## config.mk

```make
export PLATFORM = sky130hd
export DESIGN_NAME = gcd_result_buffer
export DESIGN_NICKNAME = d
export VERILOG_FILES = /design/src/rtl/gcd_result_buffer.sv
export SDC_FILE = /design/constraint.sdc
export NUM_CORES = 1
export LEC_CHECK = 0
export CAP_MARGIN = 40
export CORE_MARGIN = 1
export CORE_UTILIZATION = 35
export DETAILED_ROUTE_END_ITERATION = 12
export PLACE_DENSITY_LB_ADDON = 0.15
export SYNTH_ARGS = -nofsm -noshare
export SYNTH_HDL_FRONTEND = slang
export SYNTH_SLANG_ARGS = --single-unit
```

## constraint.sdc

```tcl
create_clock -name clk -period 2.29 [get_ports clk]
set_input_delay 0.5725 -clock clk [delete_from_list [all_inputs] [get_ports clk]]
set_output_delay 0.5725 -clock clk [all_outputs]
set_load 0.02 [all_outputs]
```

## src/rtl/gcd_result_buffer.sv

```systemverilog
// gcd_result_buffer: output stage of the GCD engine. Each finished result is
// tagged with a wrapping sequence number and queued in a small FIFO, so a slow
// consumer never stalls the GCD FSM. Results that arrive while the FIFO is full
// are dropped and a sticky overflow flag is raised.
module gcd_result_buffer #(
    parameter int W     = 16,
    parameter int DEPTH = 4,
    parameter int TAG_W = 4
) (
    input  logic                     clk,
    input  logic                     reset,
    input  logic                     res_valid,
    input  logic [W-1:0]             res_data,
    output logic                     out_valid,
    input  logic                     out_ready,
    output logic [W-1:0]             out_data,
    output logic [TAG_W-1:0]         out_tag,
    output logic [$clog2(DEPTH):0]   count,
    output logic                     full,
    output logic                     overflow,
    input  logic                     clr_ovf
);

    localparam int PW = $clog2(DEPTH);
    localparam int CW = PW + 1;

    typedef struct packed {
        logic [W-1:0]     data;
        logic [TAG_W-1:0] tag;
    } entry_t;

    entry_t            mem_q [DEPTH];
    logic [PW-1:0]     wr_ptr_q, wr_ptr_d;
    logic [PW-1:0]     rd_ptr_q, rd_ptr_d;
    logic [CW-1:0]     count_q, count_d;
    logic [TAG_W-1:0]  seq_tag_q, seq_tag_d;
    logic              ovf_q, ovf_d;

    logic              pop, push, drop;
    logic              full_w, empty_w;
    entry_t            head;

    // Status is decoded from the registered count only.
    assign full_w  = (count_q == CW'(DEPTH));
    assign empty_w = (count_q == '0);

    assign pop  = ~empty_w & out_ready;
    // A full FIFO may still accept a result when the head leaves this cycle.
    assign push = res_valid & (~full_w | pop);
    assign drop = res_valid & full_w & ~pop;

    // Head is masked while empty so outputs read zero out of reset.
    assign head      = mem_q[rd_ptr_q];
    assign out_valid = ~empty_w;
    assign out_data  = empty_w ? '0 : head.data;
    assign out_tag   = empty_w ? '0 : head.tag;
    assign count     = count_q;
    assign full      = full_w;
    assign overflow  = ovf_q;

    // Next-state for pointers, occupancy, sequence tag and overflow flag.
    always_comb begin
        wr_ptr_d  = wr_ptr_q;
        rd_ptr_d  = rd_ptr_q;
        count_d   = count_q;
        seq_tag_d = seq_tag_q;
        ovf_d     = ovf_q;

        if (push) wr_ptr_d = wr_ptr_q + PW'(1);
        if (pop)  rd_ptr_d = rd_ptr_q + PW'(1);

        unique case ({push, pop})
            2'b10:   count_d = count_q + CW'(1);
            2'b01:   count_d = count_q - CW'(1);
            default: count_d = count_q;
        endcase

        // Dropped results still consume a tag so the consumer sees the gap.
        if (res_valid) seq_tag_d = seq_tag_q + TAG_W'(1);

        // Set beats clear when both happen together.
        if (clr_ovf) ovf_d = 1'b0;
        if (drop)    ovf_d = 1'b1;
    end

    // Control state register with asynchronous active-low reset.
    always_ff @(posedge clk or negedge reset) begin
        if (!reset) begin
            wr_ptr_q  <= '0;
            rd_ptr_q  <= '0;
            count_q   <= '0;
            seq_tag_q <= '0;
            ovf_q     <= 1'b0;
        end else begin
            wr_ptr_q  <= wr_ptr_d;
            rd_ptr_q  <= rd_ptr_d;
            count_q   <= count_d;
            seq_tag_q <= seq_tag_d;
            ovf_q     <= ovf_d;
        end
    end

    // Storage array: no reset needed, entries are only read when counted valid.
    always_ff @(posedge clk) begin
        if (push) mem_q[wr_ptr_q] <= '{data: res_data, tag: seq_tag_q};
    end

endmodule

```

## Word level (Yosys, flattened, before mapping)

Memories as Yosys holds them, arrays and structs flattened.
Cells that the tools add are included.

| storage, ports and cells | value |
|---|---|
| register bits after elaboration | 12 |
| RAM bits | 80 |
| input port bits | 21 |
| word-level logic and storage cells | 32 |
| memories kept | 1 |

| operators by class | value |
|---|---|
| add/sub/neg operators | 5 |
| equality and inequality tests | 3 |
| muxes and demuxes | 7 |
| bitwise gates (word level) | 8 |
| reductions and logical operators | 3 |

Memory list:

| memory | words | width | read ports | clocked after Yosys merged registers in | write ports | line | RTL |
|---|---|---|---|---|---|---|---|
| mem_q | 4 | 20 | 1 | 0 | 1 | 32 | `entry_t mem_q [DEPTH];` |

Operator list:

| operator | count |
|---|---|
| 16-bit 2-to-1 mux | 1 |
| 3-bit one-hot mux with 2 select lines | 1 |
| 2-bit by 1-bit adder with 2-bit output (second input constant) | 2 |
| 4-bit by 1-bit adder with 4-bit output (second input constant) | 1 |
| 1-bit bitwise AND | 4 |
| 1-bit 2-to-1 mux | 4 |
| 4-bit 2-to-1 mux | 1 |
| 2-bit nonzero test | 2 |
| 3-bit by 1-bit adder with 3-bit output (second input constant) | 1 |
| 3-bit equality test (second input constant) | 1 |
| 3-bit logical NOT | 1 |
| 1-bit NOT | 3 |
| 3-bit by 1-bit subtractor with 3-bit output (second input constant) | 1 |
| 2-bit by 1-bit equality test with 1-bit output (second input constant) | 1 |
| 2-bit equality test (second input constant) | 1 |
| 1-bit bitwise OR | 1 |

## Longest topological paths before layout

Gate-level depths: netlist of run 1.

| depth | value |
|---|---|
| depth in word-level cells | 7 |
| gate-level depth with buffers | 8 |
| gate-level depth less buffers | 6 |

## Worst setup path before layout of run 1

Ideal clock, no wire load.

| timing | value |
|---|---|
| path type | register -> register |
| start point | register count_q[0], in the netlist count[0] |
| end point | register count_q[2], in the netlist count[2] |
| setup time | 0.118 ns |
| data arrival time | 2.435 ns |
| slack | -0.264 ns |
| cell stages (with the launch flop) | 9 |
| buffers on the path | 2 |
| period minus slack after synthesis | 2.554 ns |
| cells stage by stage | dfrtp_1 buf_2 or3_1 clkbuf_1 nand2_1 fa_1 or3b_1 a32o_1 a21o_1 |

| on the way | value |
|---|---|
| longest elaborated chain between the ends | 7 |

RTL lines:

| element | line | RTL |
|---|---|---|
| from (decl) | 35 | `logic [CW-1:0] count_q, count_d;` |
| from (signal assigned) | 97 | `count_q <= count_d;` |
| 3-bit logical NOT (*) | 45 | `assign empty_w = (count_q == '0);` |
| 1-bit NOT (*) | - |  |
| net out_valid | 14 | `output logic out_valid,` |
| 1-bit bitwise AND (*) | 47 | `assign pop = ~empty_w & out_ready;` |
| 1-bit bitwise OR | 49 | `assign push = res_valid & (~full_w \| pop);` |
| 1-bit bitwise AND | 49 |  |
| 2-bit by 1-bit equality test with 1-bit output / 2-bit equality test (equally long branches) | 72 | `unique case ({push, pop})` |
| 3-bit one-hot mux with 2 select lines / 2-bit nonzero test (equally long branches) | - |  |

The timed path passes the listed nets; every way through them passes the cells marked *.
A chain may end at the register's enable or synchronous reset.

## Worst setup path after layout of run 1

| timing | value |
|---|---|
| start point | register rd_ptr_q[0] |
| end point | output out_data[11] |

| on the way | value |
|---|---|
| longest elaborated chain between the ends | 2 |

RTL lines:

| element | line | RTL |
|---|---|---|
| from (decl) | 34 | `logic [PW-1:0] rd_ptr_q, rd_ptr_d;` |
| from (signal assigned) | 96 | `rd_ptr_q <= rd_ptr_d;` |
| memory read 4 x 20 bit | - |  |
| 16-bit 2-to-1 mux | 55 | `assign out_data = empty_w ? '0 : head.data;` |
| to (decl) | 16 | `output logic [W-1:0] out_data,` |

No other way between the ends.

==> flow_summary.ini, run 1 <==
[power]
leakagePower_nw = 1.833
irDropWorstVdd_mv = 0.5264
p_per_area_nw_per_um2 = 1416

[sta]
finalHoldViolCount = 0
rsz0062_at_grt = yes
setup_slack_ns = -0.1031
whs_ns = 0.5370
setup_viol = 20
period_share = 1.045
max_freq_ghz = 0.4179
tightest_slew_ns = 0.5673
period_needed_ns = 2.393
tns_ns = -1.211
skew_ns = 0.01292
slew_headroom = 0.6206
finalMaxSlewViolations = 0

[detailed_routing]
routed_wl_um = 6656
vias = 1970
drt-initial-drc-count = 28
drc_errors = 0
wire_per_inst_um = 15.85
viasPerCell = 4.690
antenna_left = 0
first_pass_iters = 4

[die]
initial_core_util = 0.3638
dieArea_um2 = 11250
io_pins = 47
fp.dieH_um = 106.1
core-area_um2 = 10420
die_w_um = 106.1
row_count = 37

[critical_path]
slowest_stage = mux4_2
cp-startpoint = rd_ptr_q[0]$_DFFE_PN0N_
cpPeakStageDelay_ns = 0.48
path_cells = buf_6 > buf_12 > buf_16 > mux4_2 > and2_4 > buf_6
required_ns = 1.72
reg2reg_from = count[0]$_DFFE_PN0P_
cp_max_fo = 6
cp.arrival_ns = 1.82
crit_path_start_kind = flop
critPathKind = reg -> out
worstSetupEndpointType = primary output
cpMostUsedCell = buf_6

[place]
gp_congestion = 0.6622
dp_hpwl_um = 4224
portBuffers = 46

[cts]
root_buffer = clkbuf_8
cts_made_buffers = 9
cts_max_path_buffers = 2
clk_latency_ns = 0.35
h-tree-depth = 3
cts_tree = done
cts.sink_count = 92
clk_pin_slew_ns = 0.08

[layout]
final_common_cell = edfxtp_1
diodes = 0
final_cell_mix = edfxtp_1 (80), clkdlybuf4s50_1 (24), buf_6 (22), buf_4 (21), mux4_2 (20)
post-route-util = 0.4795
drive_gt1_frac = 0.3838
final_nets = 306
area_growth_pct = 31.79

[outcome]
violations = negative setup slack
status = finished with violations

[synth]
syn_avg_cell_area_um2 = 18.95
yosysWarningCount = 0
synth_nets = 227
seq_area_frac_synth = 0.7131
ys_seq_elements = 92
yosys.cell_types.count = 33
postSynthCellCount = 200
synth_area_um2 = 3790

[grt]
antenna_found_initial = 0
grt_max_degree = 24
grt_pass1_vias = 2060
grt_usage = 0.1285
grt_pass1_wl_um = 10550
grt_overflow_total = 0

[worst_hold_path]
hp-class = reg -> reg
hold_start = overflow$_DFFE_PN0P_

[job]
max_cap_violations = 0
## synth_stat cells, drive strengths merged
library cell	number	area [um2]
xnor2	5	43.79
ha	5	62.56
and4bb	1	12.51
nor3	1	5.000
and2	24	150.1
or3	1	6.260
inv	6	22.52
nor2b	3	18.77
nand3b	2	15.01
mux2	2	22.52
a21o	3	22.52
o21ai	3	15.01
nand2	5	18.77
a21oi	1	5.000
nand4	1	6.260
buf	7	53.80
clkbuf	3	11.26
nor2	4	15.01
xor2	2	17.52
a221oi	1	8.760
fa	1	20.02
mux4	20	469.2
nand3	1	5.000
edfxtp	80	2402
a32o	1	10.01
dfrtp	12	300.3
and3b	1	8.760
mux2i	1	10.01
or3b	1	8.760
o211ai	1	7.510
nor4b	1	15.01
## power breakdown
part	switching, mW	internal [mW]	leakage [nW]
Combinational	1.44	1.90	0.837
Sequential	0.161	2.29	0.876
Clock	0.524	0.758	0.121
Total	2.13	4.95	1.83
## area by class of cell
class                      count  area, um2
multi-input combinational     92       1028
inverter                       6      22.52
sequential                    92       2704
tap                          136      170.2
clock inverter                 4      98.84
clock buffer                  12      145.1
fill                         901       5421
timing repair buffer          78      825.8
## per-stage QoR
step	std cells	area [um2]	power [mW]	worst slack [ns]
finish	420	4995	7.075	-0.1031
detailed placement	395	4579	5.354	-0.3105
floorplan	200	3797	4.127	0.003267
CTS	417	4821	6.703	-0.1844
global route	420	4995	7.493	-0.1926
global placement	395	4579	5.339	-0.2515
## state kept, by name, summed over array words and instances (netlist names)
| name | flops |
|---|---|
| count | 3 |
| mem_q | 80 |
| overflow | 1 |
| rd_ptr_q | 2 |
| seq_tag_q | 4 |
| wr_ptr_q | 2 |
## routing by layer
layer  GRT usage  part of all wire
met5           0                 0
met3     0.02514             0.026
met1      0.1627              0.45
met4     0.06250             0.015
met2      0.2120              0.51
## kinds of logic after synthesis
| kind of cell | Yosys count | synth area share |
|---|---|---|
| AND/OR/NAND/NOR | 46 | 0.07527 |
| flip-flops | 92 | 0.7131 |
| AO/OA/AOI/OAI | 10 | 0.01816 |
| buffers and inverters | 16 | 0.02311 |
| XOR/XNOR | 7 | 0.01618 |
| adder cells (fa/ha/maj) | 6 | 0.02179 |
| multiplexers | 23 | 0.1324 |
## worst max-delay path, delay by kind of cell, from the launching register on
family                 cells  cell delay [ns]
buffers and inverters      4             0.47
DFF                        1             0.38
muxes                      1             0.48
and+or+nand+nor            1             0.15
## worst paths after layout
path / endpoint / slack (ns) / depth (start not counted)
max: out_data[11] / -0.10 / 6
min: overflow$_DFFE_PN0P_ / 0.54 / 2
max reg2reg: count[2]$_DFFE_PN0P_ / 0.35 / 6
min reg2reg: overflow$_DFFE_PN0P_ / 0.54 / 2
max in group asynchronous: count[0]$_DFFE_PN0P_ / 1.30 / 1
min in group asynchronous: seq_tag_q[3]$_DFFE_PN0P_ / 0.58 / 1
## what timing repair did
item | 4_1_cts | 5_1_grt
endpoints found under the setup margin | 22 | 21
resized for setup | 104 | 42
buffers inserted | 5 | 3
gates cloned | 1 | 1
hold buffers | 0 | 0
pin swaps | 2 | 16
Power figures use the tool's default switching activity.
==> run 2, diff against run 1 <==
- CTS_CLUSTER_SIZE: not set -> 40
==> results of run 2 <==
The final DEF is identical to that of run 1; final timing and power are the same.
==> run 3, diff against run 2 <==
- SLEW_MARGIN: not set -> 20
==> results of run 3 <==
The final DEF is identical to that of run 1; final timing and power are the same.
